## config.mk

```make
export PLATFORM = sky130hd
export DESIGN_NAME = xif_copro_issue_queue_flat
export DESIGN_NICKNAME = d
export VERILOG_FILES = /design/src/rtl/xif_copro_instr_pkg.sv /design/src/rtl/xif_copro_issue_queue_if.sv /design/src/rtl/xif_copro_issue_queue.sv /design/src/flat_wrapper.sv
export SDC_FILE = /design/constraint.sdc
export NUM_CORES = 1
export LEC_CHECK = 0
export CORE_MARGIN = 5
export CORE_UTILIZATION = 45
export CTS_BUF_LIST = sky130_fd_sc_hd__clkbuf_8
export CTS_CLUSTER_SIZE = 24
export DETAILED_ROUTE_END_ITERATION = 16
export PLACE_DENSITY = 0.67
export SYNTH_ARGS = -nofsm -noshare
export SYNTH_HDL_FRONTEND = slang
export SYNTH_SLANG_ARGS = --single-unit
```

## constraint.sdc

```tcl
create_clock -name clk_i -period 8.54 [get_ports clk_i]
set_clock_uncertainty 0.1 [all_clocks]
set_input_delay 0.854 -clock clk_i [delete_from_list [all_inputs] [get_ports clk_i]]
set_output_delay 0.854 -clock clk_i [all_outputs]
set_load 0.1 [all_outputs]
```

## src/rtl/xif_copro_instr_pkg.sv

```systemverilog
// XIF coprocessor instruction encodings: custom-0 opcode, funct3 selectors and execute op codes.
package xif_copro_instr_pkg;
    localparam logic [6:0] OPC_CUSTOM0 = 7'b0001011;
    localparam logic [2:0] F3_BITREV   = 3'b000;
    localparam logic [2:0] F3_BYTEREV  = 3'b001;
    localparam logic [2:0] F3_POPCNT   = 3'b010;
    localparam logic [2:0] F3_CLZ      = 3'b011;
    localparam logic [1:0] OP_BITREV   = 2'd0;
    localparam logic [1:0] OP_BYTEREV  = 2'd1;
    localparam logic [1:0] OP_POPCNT   = 2'd2;
    localparam logic [1:0] OP_CLZ      = 2'd3;
endpackage

```

## src/rtl/xif_copro_issue_queue_if.sv

```systemverilog
// XIF issue/commit plus execute-side valid/ready bundle; master = core/execute side, slave = issue queue.
interface xif_copro_issue_queue_if #(
    parameter int XLEN     = 32,
    parameter int ID_WIDTH = 4
);
    logic                issue_valid_i;
    logic                issue_ready_o;
    logic [31:0]         issue_instr_i;
    logic [ID_WIDTH-1:0] issue_id_i;
    logic [XLEN-1:0]     issue_rs_i;
    logic                issue_rs_valid_i;
    logic                issue_accept_o;
    logic                issue_writeback_o;
    logic                commit_valid_i;
    logic [ID_WIDTH-1:0] commit_id_i;
    logic                commit_kill_i;
    logic                out_valid_o;
    logic                out_ready_i;
    logic [1:0]          out_op_o;
    logic [XLEN-1:0]     out_rs_o;
    logic [ID_WIDTH-1:0] out_id_o;

    modport master (
        output issue_valid_i, issue_instr_i, issue_id_i, issue_rs_i, issue_rs_valid_i,
        output commit_valid_i, commit_id_i, commit_kill_i, out_ready_i,
        input  issue_ready_o, issue_accept_o, issue_writeback_o,
        input  out_valid_o, out_op_o, out_rs_o, out_id_o
    );

    modport slave (
        input  issue_valid_i, issue_instr_i, issue_id_i, issue_rs_i, issue_rs_valid_i,
        input  commit_valid_i, commit_id_i, commit_kill_i, out_ready_i,
        output issue_ready_o, issue_accept_o, issue_writeback_o,
        output out_valid_o, out_op_o, out_rs_o, out_id_o
    );
endinterface

```

## src/rtl/xif_copro_issue_queue.sv

```systemverilog
// In-order XIF issue queue: combinational issue decode, head shown 1 cycle after commit, stalls on uncommitted head.
// XIF_COPRO_EXT_OPS_EN enables BYTEREV/POPCNT/CLZ decode; otherwise only BITREV is recognised.
module xif_copro_issue_queue #(
    parameter int DEPTH    = 4,
    parameter int XLEN     = 32,
    parameter int ID_WIDTH = 4
) (
    input  logic                         clk_i,
    input  logic                         rst_i,
    xif_copro_issue_queue_if.slave       bus,
    output logic [$clog2(DEPTH+1)-1:0]   count_o
);
    import xif_copro_instr_pkg::*;

    localparam int CW = $clog2(DEPTH + 1);
    localparam int PW = $clog2(DEPTH);

    logic [1:0]          op_q   [DEPTH];
    logic [XLEN-1:0]     rs_q   [DEPTH];
    logic [ID_WIDTH-1:0] id_q   [DEPTH];
    logic                vld_q  [DEPTH];
    logic                cmt_q  [DEPTH];
    logic                kill_q [DEPTH];
    logic [1:0]          op_d   [DEPTH];
    logic [XLEN-1:0]     rs_d   [DEPTH];
    logic [ID_WIDTH-1:0] id_d   [DEPTH];
    logic                vld_d  [DEPTH];
    logic                cmt_d  [DEPTH];
    logic                kill_d [DEPTH];

    logic [PW-1:0]       wr_ptr_q, wr_ptr_d, rd_ptr_q, rd_ptr_d;
    logic [CW-1:0]       count_q, count_d;
    logic                out_vld_q, out_vld_d;
    logic [1:0]          out_op_q, out_op_d;
    logic [XLEN-1:0]     out_rs_q, out_rs_d;
    logic [ID_WIDTH-1:0] out_id_q, out_id_d;

    logic       base_ok, dec_recog, full, push, pop, new_match;
    logic [1:0] dec_op;
    logic [2:0] f3;
    logic       unused_instr_bits;

    assign f3      = bus.issue_instr_i[14:12];
    assign base_ok = (bus.issue_instr_i[6:0] == OPC_CUSTOM0) &&
                     (bus.issue_instr_i[31:25] == 7'b0) &&
                     (bus.issue_instr_i[24:20] == 5'b0);
    assign unused_instr_bits = ^{bus.issue_instr_i[19:15], bus.issue_instr_i[11:7]};

`ifdef XIF_COPRO_EXT_OPS_EN
    always_comb begin
        dec_recog = base_ok;
        dec_op    = OP_BITREV;
        case (f3)
            F3_BITREV:  dec_op = OP_BITREV;
            F3_BYTEREV: dec_op = OP_BYTEREV;
            F3_POPCNT:  dec_op = OP_POPCNT;
            F3_CLZ:     dec_op = OP_CLZ;
            default:    dec_recog = 1'b0;
        endcase
    end
`else
    assign dec_recog = base_ok && (f3 == F3_BITREV);
    assign dec_op    = OP_BITREV;
`endif

    // Unrecognised words complete the handshake regardless of rs validity or fullness.
    assign full                  = (count_q == CW'(DEPTH));
    assign bus.issue_ready_o     = !rst_i && (dec_recog ? (!full && bus.issue_rs_valid_i) : 1'b1);
    assign bus.issue_accept_o    = bus.issue_valid_i && bus.issue_ready_o && dec_recog;
    assign bus.issue_writeback_o = bus.issue_accept_o;

    assign push      = bus.issue_accept_o;
    assign pop       = vld_q[rd_ptr_q] && (kill_q[rd_ptr_q] || (out_vld_q && bus.out_ready_i));
    assign new_match = bus.commit_valid_i && (bus.commit_id_i == bus.issue_id_i);

    always_comb begin
        op_d     = op_q;
        rs_d     = rs_q;
        id_d     = id_q;
        vld_d    = vld_q;
        cmt_d    = cmt_q;
        kill_d   = kill_q;
        wr_ptr_d = wr_ptr_q;
        rd_ptr_d = rd_ptr_q;
        count_d  = count_q + CW'(push) - CW'(pop);
        if (bus.commit_valid_i) begin
            for (int i = 0; i < DEPTH; i++) begin
                if (vld_q[i] && (id_q[i] == bus.commit_id_i)) begin
                    if (bus.commit_kill_i) kill_d[i] = 1'b1;
                    else                   cmt_d[i]  = 1'b1;
                end
            end
        end
        if (push) begin
            op_d[wr_ptr_q]   = dec_op;
            rs_d[wr_ptr_q]   = bus.issue_rs_i;
            id_d[wr_ptr_q]   = bus.issue_id_i;
            vld_d[wr_ptr_q]  = 1'b1;
            cmt_d[wr_ptr_q]  = new_match && !bus.commit_kill_i;
            kill_d[wr_ptr_q] = new_match && bus.commit_kill_i;
            wr_ptr_d = (wr_ptr_q == PW'(DEPTH - 1)) ? '0 : wr_ptr_q + PW'(1);
        end
        if (pop) begin
            vld_d[rd_ptr_q]  = 1'b0;
            cmt_d[rd_ptr_q]  = 1'b0;
            kill_d[rd_ptr_q] = 1'b0;
            rd_ptr_d = (rd_ptr_q == PW'(DEPTH - 1)) ? '0 : rd_ptr_q + PW'(1);
        end
        // Out port is registered from the next head state so it holds steady until popped.
        out_vld_d = vld_d[rd_ptr_d] && cmt_d[rd_ptr_d] && !kill_d[rd_ptr_d];
        out_op_d  = out_vld_d ? op_d[rd_ptr_d] : '0;
        out_rs_d  = out_vld_d ? rs_d[rd_ptr_d] : '0;
        out_id_d  = out_vld_d ? id_d[rd_ptr_d] : '0;
    end

    always_ff @(posedge clk_i or posedge rst_i) begin
        if (rst_i) begin
            for (int i = 0; i < DEPTH; i++) begin
                op_q[i]   <= '0;
                rs_q[i]   <= '0;
                id_q[i]   <= '0;
                vld_q[i]  <= 1'b0;
                cmt_q[i]  <= 1'b0;
                kill_q[i] <= 1'b0;
            end
            wr_ptr_q  <= '0;
            rd_ptr_q  <= '0;
            count_q   <= '0;
            out_vld_q <= 1'b0;
            out_op_q  <= '0;
            out_rs_q  <= '0;
            out_id_q  <= '0;
        end else begin
            op_q      <= op_d;
            rs_q      <= rs_d;
            id_q      <= id_d;
            vld_q     <= vld_d;
            cmt_q     <= cmt_d;
            kill_q    <= kill_d;
            wr_ptr_q  <= wr_ptr_d;
            rd_ptr_q  <= rd_ptr_d;
            count_q   <= count_d;
            out_vld_q <= out_vld_d;
            out_op_q  <= out_op_d;
            out_rs_q  <= out_rs_d;
            out_id_q  <= out_id_d;
        end
    end

    assign bus.out_valid_o = out_vld_q;
    assign bus.out_op_o    = out_op_q;
    assign bus.out_rs_o    = out_rs_q;
    assign bus.out_id_o    = out_id_q;
    assign count_o         = count_q;
endmodule
```

## src/flat_wrapper.sv

```systemverilog
// flat-port wrapper written by rule: the top's interface ports become plain ports
module xif_copro_issue_queue_flat import xif_copro_instr_pkg::*;
#(
    parameter int DEPTH    = 4,
    parameter int XLEN     = 32,
    parameter int ID_WIDTH = 4
)
  (clk_i, rst_i, count_o, bus_issue_valid_i, bus_issue_instr_i, bus_issue_id_i, bus_issue_rs_i, bus_issue_rs_valid_i, bus_commit_valid_i, bus_commit_id_i, bus_commit_kill_i, bus_out_ready_i, bus_issue_ready_o, bus_issue_accept_o, bus_issue_writeback_o, bus_out_valid_o, bus_out_op_o, bus_out_rs_o, bus_out_id_o);
  xif_copro_issue_queue_if #(.XLEN(XLEN), .ID_WIDTH(ID_WIDTH)) bus_i ();
  input  logic clk_i;
  input  logic rst_i;
  output logic [$clog2(DEPTH+1)-1:0] count_o;
  input wire logic [$bits(bus_i.issue_valid_i)-1:0] bus_issue_valid_i;
  input wire logic [$bits(bus_i.issue_instr_i)-1:0] bus_issue_instr_i;
  input wire logic [$bits(bus_i.issue_id_i)-1:0] bus_issue_id_i;
  input wire logic [$bits(bus_i.issue_rs_i)-1:0] bus_issue_rs_i;
  input wire logic [$bits(bus_i.issue_rs_valid_i)-1:0] bus_issue_rs_valid_i;
  input wire logic [$bits(bus_i.commit_valid_i)-1:0] bus_commit_valid_i;
  input wire logic [$bits(bus_i.commit_id_i)-1:0] bus_commit_id_i;
  input wire logic [$bits(bus_i.commit_kill_i)-1:0] bus_commit_kill_i;
  input wire logic [$bits(bus_i.out_ready_i)-1:0] bus_out_ready_i;
  output wire logic [$bits(bus_i.issue_ready_o)-1:0] bus_issue_ready_o;
  output wire logic [$bits(bus_i.issue_accept_o)-1:0] bus_issue_accept_o;
  output wire logic [$bits(bus_i.issue_writeback_o)-1:0] bus_issue_writeback_o;
  output wire logic [$bits(bus_i.out_valid_o)-1:0] bus_out_valid_o;
  output wire logic [$bits(bus_i.out_op_o)-1:0] bus_out_op_o;
  output wire logic [$bits(bus_i.out_rs_o)-1:0] bus_out_rs_o;
  output wire logic [$bits(bus_i.out_id_o)-1:0] bus_out_id_o;
  assign bus_i.issue_valid_i = bus_issue_valid_i;
  assign bus_i.issue_instr_i = bus_issue_instr_i;
  assign bus_i.issue_id_i = bus_issue_id_i;
  assign bus_i.issue_rs_i = bus_issue_rs_i;
  assign bus_i.issue_rs_valid_i = bus_issue_rs_valid_i;
  assign bus_i.commit_valid_i = bus_commit_valid_i;
  assign bus_i.commit_id_i = bus_commit_id_i;
  assign bus_i.commit_kill_i = bus_commit_kill_i;
  assign bus_i.out_ready_i = bus_out_ready_i;
  assign bus_issue_ready_o = bus_i.issue_ready_o;
  assign bus_issue_accept_o = bus_i.issue_accept_o;
  assign bus_issue_writeback_o = bus_i.issue_writeback_o;
  assign bus_out_valid_o = bus_i.out_valid_o;
  assign bus_out_op_o = bus_i.out_op_o;
  assign bus_out_rs_o = bus_i.out_rs_o;
  assign bus_out_id_o = bus_i.out_id_o;
  xif_copro_issue_queue #(.DEPTH(DEPTH), .XLEN(XLEN), .ID_WIDTH(ID_WIDTH)) u_core (.clk_i(clk_i), .rst_i(rst_i), .bus(bus_i), .count_o(count_o));
endmodule
```

## Word level (Yosys, flattened, before mapping)

Cells that the tools add are included.

| word-level totals | value |
|---|---|
| word-level logic and storage cells | 159 |
| register bits after elaboration | 210 |
| input port bits | 79 |
| output and inout port bits | 45 |

| operators by class | value |
|---|---|
| add/subtract/negate cells | 4 |
| muxes and demuxes | 72 |
| bitwise gates (word level) | 10 |
| magnitude comparators | 5 |
| equal/unequal tests | 9 |
| reduce and logical (&&, ||, !) cells | 28 |

Operators with widths:

| cell | count |
|---|---|
| $bwmux 128 | 1 |
| $mux 128 | 1 |
| $mux 32 | 4 |
| $bmux 32 s2 | 1 |
| $demux 32 s2 | 1 |
| $mux 4 | 12 |
| $mux 1 | 29 |
| $eq 4x4->1 | 5 |
| $logic_and 1x1->1 | 20 |
| $bwmux 16 | 1 |
| $mux 16 | 1 |
| $mux 2 | 7 |
| $and 4x4->4 | 3 |
| $bmux 1 s2 | 5 |
| $ge 3x3->1 const B | 3 |
| $not 2->3 | 3 |
| $and 8x8->8 | 1 |
| $bmux 4 s2 | 1 |
| $bwmux 4 | 2 |
| $demux 4 s2 | 1 |
| $mux 8 | 1 |
| $not 8->8 | 1 |
| $eq 7x4->1 const B | 1 |
| $logic_not 7->1 | 1 |
| other kinds (15) | 22 |

## Longest topological paths before layout

| depth | value |
|---|---|
| word-level depth | 17 |
| depth in mapped cells | 12 |
| mapped depth without buffers | 10 |

## Worst setup path after synthesis

No wires, ideal clock.

| path | value |
|---|---|
| kind | input to register |
| from | input rst_i |
| to | register u_core.count_q[2] (netlist: u_core.count_o[2]) |
| cell stages on the path | 12 |
| arrival | 8474 ps |
| setup slack | -161 ps |
| library setup time | 126 ps |
| cell sequence | inv_1 and4_1 buf_2 and3_1 clkbuf_1 inv_1 ha_1 inv_1 ha_1 fa_1 xnor2_1 xnor2_1 |

| between the ends | value |
|---|---|
| longest elaborated chain between the ends | 6 |

RTL lines:

| item | line | source |
|---|---|---|
| start: declaration | flat_wrapper.sv:11 | `input logic rst_i;` |
| $logic_not 1->1 | xif_copro_issue_queue.sv:68 | `assign bus.issue_ready_o = !rst_i && (dec_recog ? (!full && bus.issue_rs_valid_i) : 1'b1);` |
| $logic_and 1x1->1 | xif_copro_issue_queue.sv:68 |  |
| $logic_and 1x1->1 (2 in a row) | xif_copro_issue_queue.sv:69 | `assign bus.issue_accept_o = bus.issue_valid_i && bus.issue_ready_o && dec_recog;` |
| named net bus_issue_accept_o | flat_wrapper.sv:23 | `output wire logic [$bits(bus_i.issue_accept_o)-1:0] bus_issue_accept_o;` |
| $add 3x1->3 | xif_copro_issue_queue.sv:85 | `count_d = count_q + CW'(push) - CW'(pop);` |
| $sub 3x1->3 | xif_copro_issue_queue.sv:85 |  |
| named net u_core.count_d[2] | xif_copro_issue_queue.sv:32 | `logic [CW-1:0] count_q, count_d;` |
| end signal: assignment | xif_copro_issue_queue.sv:142 | `count_q <= count_d;` |
| end: declaration | xif_copro_issue_queue.sv:32 |  |

The timed path passes the listed nets, and every way through them passes these cells.
A chain may end at the register's enable or synchronous reset.

## Worst setup path after layout

| path | value |
|---|---|
| from | input rst_i |
| to | output bus_issue_accept_o |

| between the ends | value |
|---|---|
| longest elaborated chain between the ends | 4 |

RTL lines:

| item | line |
|---|---|
| $logic_not 1->1 | xif_copro_issue_queue.sv:68 |
| $logic_and 1x1->1 | xif_copro_issue_queue.sv:68 |
| $logic_and 1x1->1 (2 in a row) | xif_copro_issue_queue.sv:69 |
| end: declaration | flat_wrapper.sv:23 |

Every way passes these cells.

==> flow_metrics.py <==
metrics = {
    "route": {
        "wl_per_cell_um": 18.2,
        "finalWirelength_um": 23700,
        "postRouteAntennaNets": 0,
        "dr.pass1.iters": 5,
        "dr.first_iter.drc_count": 413,
        "drt-vias-per-instance": 5.38,
        "drc": 0,
        "vias": 7010,
    },
    "power_and_ir_drop": {
        "p_int_w": 0.00150,
        "p_sw_w": 0.000434,
        "seq_power_share_pct": 51.4,
        "p_comb_share_pct": 3.9,
        "ir_drop_v": 0.000135,
        "powerDensity_nw_per_um2": 166,
        "netSwitchingFraction_pct": 22.4,
        "p_clk_share_pct": 44.7,
        "p_leak_nw": 5.57,
    },
    "logic_synthesis": {
        "synthFlopType": "dfrtp_1",
        "synth_seq_cells": 210,
        "syn_avg_cell_area_um2": 10.7,
        "syn-cell-area_um2": 9690,
        "synth_nets": 997,
        "yosysSeqAreaShare_pct": 54.2,
        "synth_area_leaders": "dfrtp_1 (54%), nand2_1 (9.0%), mux2_2 (8.5%)",
        "synth_edf_count": 0,
        "ys_types": 57,
        "netlist.area_leader.share_pct": 54.2,
        "synthArstFlopShare_pct": 100,
        "synth.yosys.warnings": 0,
        "synthCells": 907,
        "yosys.area.top_type": "dfrtp_1",
    },
    "floorplanning": {
        "rows": 53,
        "dieHeight_um": 157,
        "die_area_um2": 24600,
        "start_util_pct": 45.9,
        "ioPinCount": 124,
        "die_w_um": 157,
        "coreArea_um2": 21100,
    },
    "layout": {
        "layout-drive-gt1-share_pct": 17.8,
        "fillCellCount": 1886,
        "antenna_cells": 0,
        "final_cell_mix": "nand2_1 (231), dfrtp_1 (210), clkdlybuf4s50_1 (113)",
        "layout-area-overhead-vs-synth_pct": 20.4,
        "final_common_cell": "nand2_1",
        "nNetsFinal": 1094,
    },
    "sta": {
        "hold_viol": 0,
        "fin_crit_sh_pct": 58.6,
        "worstMarginPinSlew_ps": 1040,
        "finalSetupTns_ps": 0,
        "min_period_ps": 5000,
        "slew_headroom_pct": 30.6,
        "setup_ws_ps": 3540,
        "setup_viol": 0,
        "rsz0062_at_grt": "no",
        "finalMaxSlewViolations": 0,
        "timing.fmax_mhz": 200,
    },
    "global_routing": {
        "grt_max_degree": 80,
        "grt.total_usage_pct": 19.9,
        "grt_pass1_vias": 7290,
        "grt_pass1_wl_um": 39000,
        "antenna_found_initial": 1,
        "grt_overflow_total": 0,
    },
    "placement": {
        "hpwl_um": 13500,
        "gp_congestion": 0.797,
        "portBuffers": 113,
        "dp_slack_ps": 3360,
    },
    "min_path": {
        "worstHoldStart": "u_core.rs_q[5]",
        "min_path_type": "reg -> reg",
        "worstHoldPathCells": 2,
        "min_to": "u_core.rs_q[5]",
    },
    "setup_path": {
        "reg2reg_from": "u_core.rd_ptr_q[1]",
        "critPathLaunchType": "input pin",
        "rr_worst_depth": 9,
        "crit_path_end_kind": "output pin",
        "cp_data_required_time_ps": 7590,
        "r2r_end": "u_core.bus.out_op_o[0]",
        "arrival_ps": 4050,
        "worst-r2r-setup-slack_ps": 4020,
        "critPathKind": "in -> out",
        "critPathMaxFanout": 70,
    },
    "clock_tree": {
        "cts.path.max_buffers": 3,
        "clk_pin_slew_worst_paths_ps": 50,
        "cts.sinks": 210,
        "hold_buffers": 0,
        "post-cts-setup-buffers": 0,
        "htreeDepth": 2,
        "cts-buffers-inserted": 37,
        "post_cts_resized": 0,
        "cts_root_buffer": "clkbuf_8",
        "clkLatencyLatePin_ps": 520,
        "cts_tree": "done",
    },
    "run_status": {
        "status": "completed",
    },
    "job": {
        "cap_viol_max_count": 0,
    },
}
-- routing by layer --
layer | GRT usage (%) | share of wire [%] | up-vias
li1 | - | - | 3311
met1 | 28.0 | 45 | 3461
met2 | 31.4 | 47 | 187
met3 | 3.95 | 5.8 | 49
met4 | 6.12 | 2.2 | 2
met5 | 0 | 0.055 | -
-- how the worst max path moves through the flow --
stage                             endpoint  slack, ps   from  cells past startpoint
CTS                     bus_issue_accept_o       3420  rst_i                      6
finish                  bus_issue_accept_o       3540  rst_i                      6
global route            bus_issue_accept_o       3240  rst_i                      6
detailed placement  u_core.bus.out_op_o[0]       3360  rst_i                     11
global placement    u_core.bus.out_op_o[0]       3430  rst_i                     11
floorplan                u_core.count_o[2]       1600  rst_i                     12
-- registers in the layout (all words and copies together), names as in the netlist --
signal                  cells
u_core.rd_ptr_q             2
u_core.op_q                 8
u_core.rs_q               128
u_core.bus.out_op_o         2
u_core.count_o              3
u_core.cmt_q                4
u_core.bus.out_valid_o      1
u_core.vld_q                4
u_core.id_q                16
u_core.bus.out_id_o         4
u_core.bus.out_rs_o        32
u_core.wr_ptr_q             2
u_core.kill_q               4
-- cell usage after synthesis, drive strengths merged (3+ instances only) --
| cell type | count |
|---|---|
| a211oi | 41 |
| a41oi | 4 |
| and2 | 13 |
| and3 | 4 |
| and4 | 6 |
| buf | 28 |
| clkbuf | 40 |
| dfrtp | 210 |
| ha | 10 |
| inv | 11 |
| mux2 | 74 |
| mux2i | 4 |
| nand2 | 231 |
| nand2b | 39 |
| nand3 | 4 |
| nand4 | 6 |
| nor2 | 10 |
| nor3 | 9 |
| nor4b | 3 |
| o211ai | 73 |
| o21a | 3 |
| or2 | 37 |
| xnor2 | 16 |
| xor2 | 6 |
-- kinds of logic after synthesis --
kind of cell | Yosys count | synth area share, %
adders and majority gates | 11 | 1.50
muxes | 80 | 9.61
and+or+nand+nor | 373 | 18.4
xor gates and xnor gates | 22 | 1.99
AOI/OAI and AO/OA | 132 | 10.7
DFF | 210 | 54.2
buffers and inverters | 79 | 3.60
-- power groups by stage --
stage / clock network, W / logic, W / registers (W)
2_1_floorplan: 0 / 0.0000275 / 0.00101
3_3_place_gp: 0 / 0.0000777 / 0.00101
3_5_place_dp: 0 / 0.0000779 / 0.00101
4_1_cts: 0.000895 / 0.0000780 / 0.000996
5_1_grt: 0.000941 / 0.0000843 / 0.000995
6_report: 0.000866 / 0.0000758 / 0.000996
-- worst max-delay path: stages --
cell	delay (ps)
clkdlybuf4s50_1	460
clkinvlp_4	90
buf_4	650
and4_1	500
and3_1	300
clkdlybuf4s50_1	1170
-- cell type report --
class,count,area (um2),share of cell area [%]
sequential,210,5260,45.1
multi-input combinational,618,4100,35.1
timing repair buffer,126,1230,10.5
clock buffer,45,619,5.31
tap,275,344,2.95
clock inverter,17,73.8,0.633
inverter,11,46.3,0.397
-- stage by stage --
stage	cells	util (%)	power (W)	cell area, um2	hold slack (ps)
finish	1302	55.3	0.00194	11700	361
global route	1302	55.3	0.00202	11700	375
CTS	1302	55.3	0.00197	11700	366
detailed placement	1240	52.0	0.00109	11000	352
global placement	1240	52.0	0.00109	11000	345
floorplan	907	-	0.00104	9690	335
No activity file was read; power rests on OpenSTA's default activity.
